**config.mk**
```make
export PLATFORM = sky130hd
export DESIGN_NAME = bullet_scheduler
export DESIGN_NICKNAME = d
export VERILOG_FILES = /design/src/rtl/bullet_scheduler.sv
export SDC_FILE = /design/constraint.sdc
export NUM_CORES = 1
export LEC_CHECK = 0
export CAP_MARGIN = 20
export CORE_ASPECT_RATIO = 1.25
export CORE_MARGIN = 4
export CORE_UTILIZATION = 35
export DETAILED_ROUTE_END_ITERATION = 16
export GPL_TIMING_DRIVEN = 0
export SLEW_MARGIN = 30
export SYNTH_ARGS = -nofsm -noshare
export SYNTH_HDL_FRONTEND = slang
export SYNTH_SLANG_ARGS = --single-unit
```
**constraint.sdc**
```tcl
create_clock -name clk -period 7.35 [get_ports clk]
set_input_delay 1.1025 -clock clk [delete_from_list [all_inputs] [get_ports clk]]
set_output_delay 1.1025 -clock clk [all_outputs]
set_load 0.02 [all_outputs]
```
**src/rtl/bullet_scheduler.sv**
```systemverilog
// Bullet pool controller: fire request capture, slot allocation, per-frame motion and pixel hit output.
// Optional BULLET_AUTOFIRE_EN: a held fire button also raises requests every clock (level-triggered).
module bullet_scheduler #(
    parameter int NUM_SLOTS = 4,
    parameter int BULL_SIZE = 4,
    parameter int BULL_V    = 3,
    parameter int SPAWN_Y   = 460,
    parameter int SPAWN_DX  = 3,
    parameter int TOP_Y     = 3,
    parameter int COOLDOWN  = 8
) (
    input  logic        clk,
    input  logic        reset_n,
    input  logic        frame_tick,
    input  logic        fire,
    input  logic [10:0] player_x,
    input  logic [10:0] pix_x,
    input  logic [10:0] pix_y,
    output logic        bull_on,
    output logic [3:0]  active_cnt,
    output logic        fire_drop
);

    localparam logic [10:0] RETIRE_Y = 11'(TOP_Y + BULL_V);
    localparam logic [10:0] STEP_Y   = 11'(BULL_V);
    localparam logic [10:0] START_Y  = 11'(SPAWN_Y);
    localparam logic [10:0] OFFS_X   = 11'(SPAWN_DX);
    localparam logic [11:0] SPAN     = 12'(BULL_SIZE - 1);
    localparam logic [7:0]  CD_INIT  = 8'(COOLDOWN);

    function automatic logic [7:0] sat_dec(input logic [7:0] v);
        return (v == 8'd0) ? 8'd0 : v - 8'd1;
    endfunction

    function automatic logic [3:0] popcount(input logic [NUM_SLOTS-1:0] v);
        logic [3:0] n;
        n = 4'd0;
        for (int i = 0; i < NUM_SLOTS; i++) n = n + {3'd0, v[i]};
        return n;
    endfunction

    logic        fire_p0, fire_p1, fire_p2;
    logic        sync_ok_p0, sync_ok_p1, armed;
    logic        fire_fall, req_set, drop_en;
    logic        pending;
    logic [7:0]  cd;

    logic [NUM_SLOTS-1:0] slot_vld, vld_nxt;
    logic [10:0]          slot_x [NUM_SLOTS];
    logic [10:0]          slot_y [NUM_SLOTS];
    logic                 any_free, spawn_ok;
    logic [2:0]           free_idx;

    // Stage p0/p1: synchronizer; p2: edge register. Edges are only honoured once a genuine
    // released level has passed the synchronizer, so a button held across reset stays silent.
    always_ff @(posedge clk or negedge reset_n) begin
        if (!reset_n) begin
            fire_p0    <= 1'b1;
            fire_p1    <= 1'b1;
            fire_p2    <= 1'b1;
            sync_ok_p0 <= 1'b0;
            sync_ok_p1 <= 1'b0;
            armed      <= 1'b0;
        end else begin
            fire_p0    <= fire;
            fire_p1    <= fire_p0;
            fire_p2    <= fire_p1;
            sync_ok_p0 <= 1'b1;
            sync_ok_p1 <= sync_ok_p0;
            if (sync_ok_p1 && fire_p1) armed <= 1'b1;
        end
    end

    assign fire_fall = armed & fire_p2 & ~fire_p1;

`ifdef BULLET_AUTOFIRE_EN
    logic pend_edge;

    assign req_set = fire_fall | ~fire_p1;
    assign drop_en = pend_edge;

    always_ff @(posedge clk or negedge reset_n) begin
        if (!reset_n) begin
            pend_edge <= 1'b0;
        end else if (frame_tick) begin
            pend_edge <= fire_fall;
        end else if (fire_fall) begin
            pend_edge <= 1'b1;
        end
    end
`else
    assign req_set = fire_fall;
    assign drop_en = 1'b1;
`endif

    always_ff @(posedge clk or negedge reset_n) begin
        if (!reset_n) begin
            pending <= 1'b0;
        end else if (frame_tick) begin
            pending <= req_set;
        end else if (req_set) begin
            pending <= 1'b1;
        end
    end

    always_comb begin
        any_free = 1'b0;
        free_idx = 3'd0;
        for (int i = NUM_SLOTS - 1; i >= 0; i--) begin
            if (!slot_vld[i]) begin
                any_free = 1'b1;
                free_idx = 3'(i);
            end
        end
    end

    assign spawn_ok = pending && (cd == 8'd0) && any_free;

    always_comb begin
        vld_nxt = slot_vld;
        for (int i = 0; i < NUM_SLOTS; i++) begin
            if (spawn_ok && free_idx == 3'(i))
                vld_nxt[i] = 1'b1;
            else if (slot_vld[i] && slot_y[i] < RETIRE_Y)
                vld_nxt[i] = 1'b0;
        end
    end

    // Frame update: spawn wins over motion for the chosen slot, retire check precedes subtraction.
    always_ff @(posedge clk or negedge reset_n) begin
        if (!reset_n) begin
            slot_vld   <= '0;
            active_cnt <= 4'd0;
            cd         <= 8'd0;
            fire_drop  <= 1'b0;
            for (int i = 0; i < NUM_SLOTS; i++) begin
                slot_x[i] <= 11'd0;
                slot_y[i] <= 11'd0;
            end
        end else begin
            fire_drop <= frame_tick && pending && !spawn_ok && drop_en;
            if (frame_tick) begin
                slot_vld   <= vld_nxt;
                active_cnt <= popcount(vld_nxt);
                cd         <= spawn_ok ? CD_INIT : sat_dec(cd);
                for (int i = 0; i < NUM_SLOTS; i++) begin
                    if (spawn_ok && free_idx == 3'(i)) begin
                        slot_x[i] <= player_x + OFFS_X;
                        slot_y[i] <= START_Y;
                    end else if (slot_vld[i] && slot_y[i] >= RETIRE_Y) begin
                        slot_y[i] <= slot_y[i] - STEP_Y;
                    end
                end
            end
        end
    end

    always_comb begin
        bull_on = 1'b0;
        for (int i = 0; i < NUM_SLOTS; i++) begin
            if (slot_vld[i]
                && {1'b0, pix_x} >= {1'b0, slot_x[i]} && {1'b0, pix_x} <= {1'b0, slot_x[i]} + SPAN
                && {1'b0, pix_y} >= {1'b0, slot_y[i]} && {1'b0, pix_y} <= {1'b0, slot_y[i]} + SPAN)
                bull_on = 1'b1;
        end
    end

endmodule

```
After elaboration in Yosys (flattened, before gate mapping)
Index checks and enable logic that the tools add are counted.
{"block": "totals", "ff_bits": 112, "out_inout_bits": 6, "wordCells": 147}
{"block": "op_classes", "n_addsub": 17, "magnitude_cmp": 24, "eq_ne": 3, "mux": 32, "n_bitwise": 3, "reduce_logical": 49}
{"operator": "$add A11 B2 Y12 const B", "count": 8}
{"operator": "$le A11 B12 Y1", "count": 8}
{"operator": "$ge A11 B11 Y1", "count": 8}
{"operator": "$mux W11", "count": 8}
{"operator": "$ge A11 B3 Y1 const B", "count": 4}
{"operator": "$lt A11 B3 Y1 const B", "count": 4}
{"operator": "$sub A11 B2 Y11 const B", "count": 4}
{"operator": "$logic_and A1 B1 Y1", "count": 33}
{"operator": "$mux W1", "count": 18}
{"operator": "$mux W8", "count": 2}
{"operator": "$reduce_and A2 Y1", "count": 8}
{"operator": "$add A11 B2 Y11 const B", "count": 1}
{"operator": "$reduce_bool A2 Y1", "count": 5}
{"operator": "$mux W3", "count": 3}
{"operator": "$logic_not A8 Y1", "count": 1}
{"operator": "$sub A8 B1 Y8 const B", "count": 1}
{"operator": "$eq A3 B2 Y1 const B", "count": 2}
{"operator": "$add A3 B1 Y4", "count": 1}
{"operator": "$add A2 B1 Y3", "count": 1}
{"operator": "$eq A3 B1 Y1 const B", "count": 1}
{"operator": "$logic_not A3 Y1", "count": 1}
{"operator": "$add A1 B1 Y2", "count": 1}
{"operator": "$and A1 B1 Y1", "count": 2}
{"operator": "$mux W2", "count": 1}
{"operator": "2 further kinds", "count": 2}

Logic depth before layout (Yosys ltp)
Gate-level depths: netlist of run 1.
{"block": "logic_depth", "depth_word": 10, "ltp_mapped": 13}

Least setup slack after synthesis of run 1
OpenSTA, ideal clock, no wires.
{"block": "synth_timing", "path_kind": "register to output", "start": "register slot_y[22] in the netlist's numbering", "end": "output port bull_on", "arrival_ns": 2.676, "t_required_ns": 6.247, "setup_slack_ns": 3.572, "stages_incl_launch_ff": 14, "n_path_buf": 0, "path_cell_list": "dfrtp_1 > inv_1 > a21oi_1 > nor3b_1 > nand3_1 > xnor2_1 > ha_1 > nand4_1 > or2_2 > o32ai_1 > a31oi_1 > o41ai_1 > nand4b_1 > nand4_1"}
{"block": "synth_via", "elab_chain_cells": 6}
{"element": "start: declaration", "line": "50", "rtl": "logic [10:0] slot_y [NUM_SLOTS];"}
{"element": "start signal: indexed assignment", "line": "151", "rtl": "slot_y[i] <= slot_y[i] - STEP_Y;"}
{"element": "$add A11 B2 Y12 / $ge A11 B11 Y1 (equally long branches)", "line": "163", "rtl": "&& {1'b0, pix_y} >= {1'b0, slot_y[i]} && {1'b0, pix_y} <= {1'b0, slot_y[i]} + SPAN)"}
{"element": "$le A11 B12 Y1 / $logic_and A1 B1 Y1 (equally long branches)", "line": "163"}
{"element": "$logic_and A1 B1 Y1 (*)", "line": "163"}
{"element": "$mux W1 (*) (3 in a row)", "line": "161", "rtl": "if (slot_vld[i]"}
{"element": "end: declaration", "line": "19", "rtl": "output logic bull_on,"}
Every way passes the cells marked *; elsewhere a longest branch is shown, timed or not.

Final worst setup path of run 1
{"block": "layout_timing", "start": "input port pix_x[5]", "end": "output port bull_on"}
{"block": "layout_via", "elab_chain_cells": 9}
{"element": "start: declaration", "line": "17", "rtl": "input logic [10:0] pix_x,"}
{"element": "$ge A11 B11 Y1", "line": "162", "rtl": "&& {1'b0, pix_x} >= {1'b0, slot_x[i]} && {1'b0, pix_x} <= {1'b0, slot_x[i]} + SPAN"}
{"element": "$logic_and A1 B1 Y1 (2 in a row)", "line": "162"}
{"element": "$logic_and A1 B1 Y1 (2 in a row)", "line": "163"}
{"element": "$mux W1 (3 in a row)", "line": "161"}
{"element": "$mux W1 (*)", "line": "161"}
Marks and branches as above.

==> flow_metrics.py, run 1 <==
metrics = {
    "run_status": {
        "outcome": "complete, no violations",
    },
    "clock_tree": {
        "postCtsHoldBufs": 0,
        "cts.path.max_buffers": 2,
        "cts.clk_slew.worst_paths_ns": 0.08,
        "clock-sinks": 111,
        "cts_setup_buffers": 0,
        "cts_resized": 0,
        "cts_buffers": 9,
        "cts_tree": "built",
        "cts.htree.levels": 3,
        "clk_latency_ns": 0.36,
        "root_buffer": "clkbuf_16",
    },
    "setup_path": {
        "worstSetupPathType": "in2out",
        "cp_top_family": "buffers and inverters",
        "critPathSlowestCell": "clkdlybuf4s50_1",
        "startpoint_type": "input port",
        "end_kind": "primary output",
        "critPathMaxFanout": 8,
        "cpPeakStageDelay_ns": 0.88,
        "required_ns": 6.25,
        "path_cells": "clkdlybuf4s50_1, ha_1, a211oi_1, nor2_1, nor2_1, nor2_1, o41ai_1, nand4b_1, nand4_1, clkdlybuf4s50_1",
        "path_buf_inv": 2,
        "crit_arrival_ns": 4.41,
        "crit_path_frequent_cell": "nor2_1",
    },
    "sta": {
        "tightest_slew_ns": 0.857,
        "period_needed_ns": 5.51,
        "hold_violations": 0,
        "fmax_mhz": 181,
        "fin_skew_ns": 0.0102,
        "relSlewSlack_pct": 42.4,
        "min_period_over_period_pct": 75.0,
        "finalSetupViolCount": 0,
        "setup_ws_ns": 1.84,
        "whs_ns": 0.349,
        "fin_setup_tns_ns": 0,
        "slew_violations": 0,
        "rsz0062_at_grt": "false",
    },
    "placed_design": {
        "port_buffers": 41,
        "dp_cells": 1620,
        "place_ws_ns": 1.75,
        "hpwl_um": 22500,
        "place_congestion": 0.868,
        "placed_area_sq_um": 11400,
    },
    "pwr": {
        "power_leakage_nw": 4.79,
        "max-vdd-ir-drop_mv": 0.143,
        "p_sw_mw": 1.53,
        "p_seq_share_pct": 30.3,
        "swShare_pct": 45.0,
        "power_density_nw_per_um2": 292,
        "combPwrFrac_pct": 54.4,
        "intPower_mw": 1.88,
        "finalPower_mw": 3.41,
        "p_clk_share_pct": 15.4,
    },
    "synthesis": {
        "yosysTopAreaCell": "dfrtp_1",
        "synth-seq-cells": 111,
        "synthTopCellsByCount": "ha_1, dfrtp_1, nand2_1",
        "post-synth-top-area-fraction_pct": 25.9,
        "async_flop_share_pct": 100,
        "syn_inst": 1182,
        "synth.most_common_cell": "ha_1",
        "ys_dominant_reg_cell": "dfrtp_1",
        "synth_edf_count": 0,
        "seq_area_frac_synth_pct": 26.7,
        "synth_nets": 1417,
        "syn_area_sq_um": 10400,
        "synthTopCellsByArea": "dfrtp_1, ha_1, xnor2_1",
        "synth_cell_types": 69,
        "synth_warnings": 0,
        "syn_area_per_cell_sq_um": 8.83,
    },
    "die": {
        "die_h_um": 201,
        "io_pins": 43,
        "fp-row-count": 70,
        "core_area_sq_um": 29300,
        "initial_utilization_pct": 35.6,
        "die_area_sq_um": 32700,
        "die_x_um": 162,
    },
    "drt": {
        "route.vias.total": 8800,
        "wl_met3_um": 949,
        "ant_nets": 0,
        "wirelength_um": 28400,
        "vias_per_cell": 5.38,
        "dr.max_layer_used": "met4",
        "wl_met1_um": 12500,
        "drtIter0Drc": 428,
        "drc": 0,
        "wl_met2_um": 14200,
        "dr.pass1.iters": 4,
        "avgRoutedWirePerCell_um": 17.4,
    },
    "finish": {
        "stdcell_count": 1636,
        "seqCellArea_sq_um": 2780,
        "utilization_pct": 39.8,
        "insertedDiodeCount": 0,
        "multiInputGateArea_sq_um": 7160,
        "nets": 1470,
        "syn_to_final_growth_pct": 12.0,
        "fin_area_sq_um": 11700,
        "final_layout_size_suffix_gt1_share_pct": 4.92,
        "nFillCells": 2948,
    },
    "grt": {
        "overflow": 0,
        "grt.total_usage_pct": 17.5,
        "grt_max_degree": 68,
        "grt_pass1_vias": 8770,
        "grt_pass1_wl_um": 46100,
        "grt_antenna_before_repair": 0,
    },
    "flow_run": {
        "cap_violations": 0,
    },
    "hold_path": {
        "hold_path_class": "reg2reg",
    },
}
[power groups by stage]
stage               combinational, mW  clock (mW)  sequential (mW)
finish                           1.86       0.524             1.03
CTS                              1.87       0.540             1.03
detailed placement               1.86           0             1.04
global placement                 1.80           0             1.04
floorplan                        1.41           0            0.978
global route                     2.13       0.565             1.06
[layout by cell type (no fill, tap or decap), types with 6 or more instances in the layout]
master / netlist / final
clkbuf_16: 0 / 9
or3_1: 11 / 11
a2111oi_0: 6 / 6
o2111ai_1: 7 / 7
o21ai_0: 89 / 89
a21o_1: 17 / 17
nor3_1: 43 / 43
a211oi_1: 17 / 17
a31oi_1: 9 / 9
xor2_1: 15 / 15
a21oi_1: 51 / 51
nor2_1: 52 / 52
nor4_2: 8 / 8
xnor2_1: 94 / 94
o21a_1: 16 / 16
a211o_1: 6 / 6
ha_1: 197 / 197
o211ai_1: 12 / 12
clkdlybuf4s50_1: 0 / 40
nand2_1: 108 / 108
nand2b_1: 7 / 7
dfrtp_1: 108 / 108
nand4_1: 34 / 34
clkbuf_1: 21 / 21
inv_1: 102 / 102
nand3_1: 49 / 49
nor2b_1: 13 / 13
[cell type report]
| cell class | count | area share, % |
|---|---|---|
| plain buffers | 27 | 0.953 |
| clock buffers | 9 | 1.93 |
| clock inverters | 7 | 0.760 |
| inverters | 103 | 3.31 |
| multi-input cells | 941 | 61.2 |
| flip-flops and latches | 111 | 23.8 |
| well taps | 396 | 4.24 |
| repair buffers | 42 | 3.79 |
[flip-flops by register name (all words and copies together), names as in the netlist]
name	count
slot_y	44
pending	1
armed	1
slot_x	44
fire_p0	1
sync_ok_p0	1
fire_p1	1
sync_ok_p1	1
fire_p2	1
slot_vld	4
fire_drop	1
active_cnt	3
cd	8
[routing by layer]
layer	track usage (%)	vias up
met2	31.2	131
met4	5.59	0
met5	0	-
met3	2.24	39
met1	21.8	4261
li1	-	4369
[final timing paths]
check	depth (start not counted)	end	slack, ns	start
max	10	bull_on	1.84	pix_x[5]
max reg2reg	10	active_cnt[1]$_DFFE_PN0P_	4.26	cd[0]$_DFFE_PN0P_
max in group asynchronous	2	fire_p0$_DFF_PN1_	6.04	reset_n
min in group asynchronous	1	slot_y[41]$_DFFE_PN0P_	0.63	reset_n
min	0	sync_ok_p1$_DFF_PN0_	0.35	sync_ok_p0$_DFF_PN0_
min reg2reg	0	sync_ok_p1$_DFF_PN0_	0.35	sync_ok_p0$_DFF_PN0_
[cell families (layout without fill, tap and decap cells)]
family	count (synthesis)	count (layout)	share of synthesized area, %
AOI/OAI and AO/OA	268	268	17.0
xor gates and xnor gates	109	109	9.15
adders and majority gates	198	198	23.8
buffers and inverters	130	188	4.77
DFF	111	111	26.7
muxes	5	5	0.539
other	2	2	0.0720
and+or+nand+nor	359	359	18.0
[worst register-to-register path: cells and delay by family, from the launching register on]
kind	cells	cell delay [ns]
adder cells (fa/ha/maj)	4	1.17
AND/OR/NAND/NOR	3	1.00
flip-flops	1	0.41
multiplexers	1	0.26
buffers and inverters	2	0.16
No activity file was read; power rests on OpenSTA's default activity.
==> inputs of run 2 (changes only) <==
==> constraint.sdc (replaced) <==
create_clock -name clk -period 5.4 [get_ports clk]
set_input_delay 0.81 -clock clk [delete_from_list [all_inputs] [get_ports clk]]
set_output_delay 0.81 -clock clk [all_outputs]
set_load 0.02 [all_outputs]
==> results of run 2 <==
The final DEF is identical to that of run 1. Status: complete, no violations.
Main changes from that run: setup slack after placement 1.75 ns -> 0.384 ns; setup slack after layout 1.84 ns -> 0.426 ns; hold slack 0.349 ns -> 0.337 ns; start point of the critical path pix_x[5] -> slot_y[22]$_DFFE_PN0P_; register-to-register setup slack 4.26 ns -> 2.31 ns; total power 3.41 mW -> 4.64 mW; worst IR drop on VDD 0.143 mV -> 0.194 mV
==> inputs of run 3 (changes only) <==
--- a/config.mk
+++ b/config.mk
@@ -15,3 +15,4 @@
 export SYNTH_ARGS = -nofsm -noshare
 export SYNTH_HDL_FRONTEND = slang
 export SYNTH_SLANG_ARGS = --single-unit
+export TNS_END_PERCENT = 20
==> constraint.sdc (replaced) <==
create_clock -name clk -period 4.5 [get_ports clk]
set_input_delay 0.675 -clock clk [delete_from_list [all_inputs] [get_ports clk]]
set_output_delay 0.675 -clock clk [all_outputs]
set_load 0.02 [all_outputs]
==> run 3 against run 2 <==
  * Die area unchanged
  * Cell area is 0.17% higher
  * Via count fell by 0.33%
  * Largest power group unchanged
  * Clock skew fell by 0.00062 ns
  * Cell count down 0.24%
  * Power is 20% higher
  * Sequential power up 23%
  * Setup slack lost 0.13 ns
  * Non-clock buffer count is 4 lower
  * Sequential share of layout area about the same
==> flow_metrics.py, run 3 (same netlist as run 1, synthesis figures left out) <==
metrics = {
    "drt": {
        "route.vias.total": 8771,
        "wl_met1_um": 12600,
        "avgRoutedWirePerCell_um": 17.4,
        "vias_per_cell": 5.37,
        "dr.pass1.iters": 7,
        "wl_met2_um": 14200,
        "ant_nets": 0,
        "wl_met3_um": 866,
        "wirelength_um": 28400,
        "dr.max_layer_used": "met4",
        "drtIter0Drc": 492,
        "drc": 0,
    },
    "sta": {
        "fin_setup_tns_ns": 0,
        "finalSetupViolCount": 0,
        "fmax_mhz": 238,
        "fin_skew_ns": 0.00955,
        "tightest_slew_ns": 0.865,
        "min_period_over_period_pct": 93.5,
        "rsz0062_at_grt": "false",
        "hold_violations": 0,
        "setup_ws_ns": 0.292,
        "period_needed_ns": 4.21,
        "slew_violations": 0,
        "relSlewSlack_pct": 41.9,
    },
    "pwr": {
        "finalPower_mw": 5.59,
        "max-vdd-ir-drop_mv": 0.234,
        "power_density_nw_per_um2": 478,
        "power_leakage_nw": 4.80,
    },
    "die": {
        "io_pins": 43,
        "die_h_um": 201,
        "fp-row-count": 70,
        "initial_utilization_pct": 35.6,
        "core_area_sq_um": 29300,
        "die_x_um": 162,
        "die_area_sq_um": 32700,
    },
    "clock_tree": {
        "cts.htree.levels": 3,
        "root_buffer": "clkbuf_16",
        "cts_buffers": 9,
        "clock-sinks": 111,
        "postCtsHoldBufs": 0,
        "clk_latency_ns": 0.36,
        "cts.clk_slew.worst_paths_ns": 0.08,
        "cts_tree": "built",
        "cts.path.max_buffers": 2,
    },
    "setup_path": {
        "end_kind": "primary output",
        "critPathSlowestCell": "dfrtp_1",
        "crit_arrival_ns": 3.53,
        "cpPeakStageDelay_ns": 0.45,
        "cp_top_family": "simple AND/OR/NAND/NOR gates",
        "reg2reg_setup_slack_ns": 1.40,
        "worstSetupPathType": "reg2out",
        "critPathMaxFanout": 6,
        "path_cells": "inv_1, ha_1, or3_1, xnor2_1, ha_1, a21oi_1, nor2_1, a2111oi_0, nor2_1, o41ai_2, nand4b_1, nand4_1, clkbuf_2",
        "startpoint_type": "register",
        "required_ns": 3.83,
        "path_buf_inv": 2,
    },
    "grt": {
        "grt_pass1_vias": 8764,
        "grt_max_degree": 68,
        "grt_pass1_wl_um": 46000,
        "overflow": 0,
        "grt.total_usage_pct": 17.5,
        "grt_antenna_before_repair": 0,
    },
    "hold_path": {
        "hold_path_class": "in2async",
    },
    "finish": {
        "insertedDiodeCount": 0,
        "utilization_pct": 39.9,
        "syn_to_final_growth_pct": 12.2,
        "nFillCells": 2950,
        "mostFrequentLayoutCells": "ha_1, nand2_1, dfrtp_1, inv_1, xnor2_1",
        "nets": 1466,
        "layout_commonest_cell": "ha_1",
        "final_layout_size_suffix_gt1_share_pct": 5.58,
        "top_regs": "slot_x: 44 flops, slot_y: 44 flops, cd: 8 flops",
        "fin_area_sq_um": 11700,
    },
    "flow_run": {
        "cap_violations": 0,
    },
    "placed_design": {
        "place_congestion": 0.868,
        "hpwl_um": 22500,
        "port_buffers": 41,
        "placed_area_sq_um": 11400,
        "place_ws_ns": -0.246,
    },
    "run_status": {
        "outcome": "complete, no violations",
    },
}
[run 3: changes by cell type in the layout (fill, tap and decap cells not counted), sizes merged]
cell           delta
clkdlybuf4s50     -3
dlygate4sd2       +2
clkbuf            -3
[run 3: path summary, 6_finish.rpt]
path                                        start                         to  cells after the start
setup / recovery           slot_y[22]$_DFFE_PN0P_                    bull_on                     13
hold / removal                            reset_n     slot_y[41]$_DFFE_PN0P_                      1
setup reg to reg                cd[0]$_DFFE_PN0P_  active_cnt[1]$_DFFE_PN0P_                     10
hold reg to reg              sync_ok_p0$_DFF_PN0_       sync_ok_p1$_DFF_PN0_                      0
max in group asynchronous                 reset_n          fire_p2$_DFF_PN1_                      2
min in group clk             sync_ok_p0$_DFF_PN0_       sync_ok_p1$_DFF_PN0_                      0
[run 3: where the power goes]
group          switching (mW)  total [mW]  internal (mW)
Combinational            1.67        3.00           1.33
Sequential              0.438        1.74           1.30
Clock                   0.414       0.858          0.444
[run 3: area by class of cell]
type	instances	area, sq um	share of cell area, %
well taps	396	495	4.23
clock buffers	9	225	1.92
plain buffers	23	96.3	0.823
repair buffers	42	435	3.72
multi-input cells	941	7200	61.5
flip-flops and latches	111	2780	23.8
inverters	103	387	3.30
clock inverters	7	88.8	0.759
[run 3: per-stage QoR]
stage	hold slack, ns	instances
3_5_place_dp	0.346	1620
6_report	0.198	1632
3_3_place_gp	0.334	1619
4_1_cts	0.204	1635
5_1_grt	0.219	1632
2_1_floorplan	0.331	1182
[run 3: timing repair]
item | in CTS | in global routing
endpoints found under the setup margin | 1 | 1
setup buffers | 0 | 0
cloned | 0 | 0
gates resized for setup | 10 | 5
[run 3: layer usage]
layer | global-route usage, % | vias to the layer above
li1 | - | 4362
met1 | 21.8 | 4239
met2 | 31.2 | 129
met3 | 2.24 | 41
met4 | 5.59 | 0
met5 | 0 | -
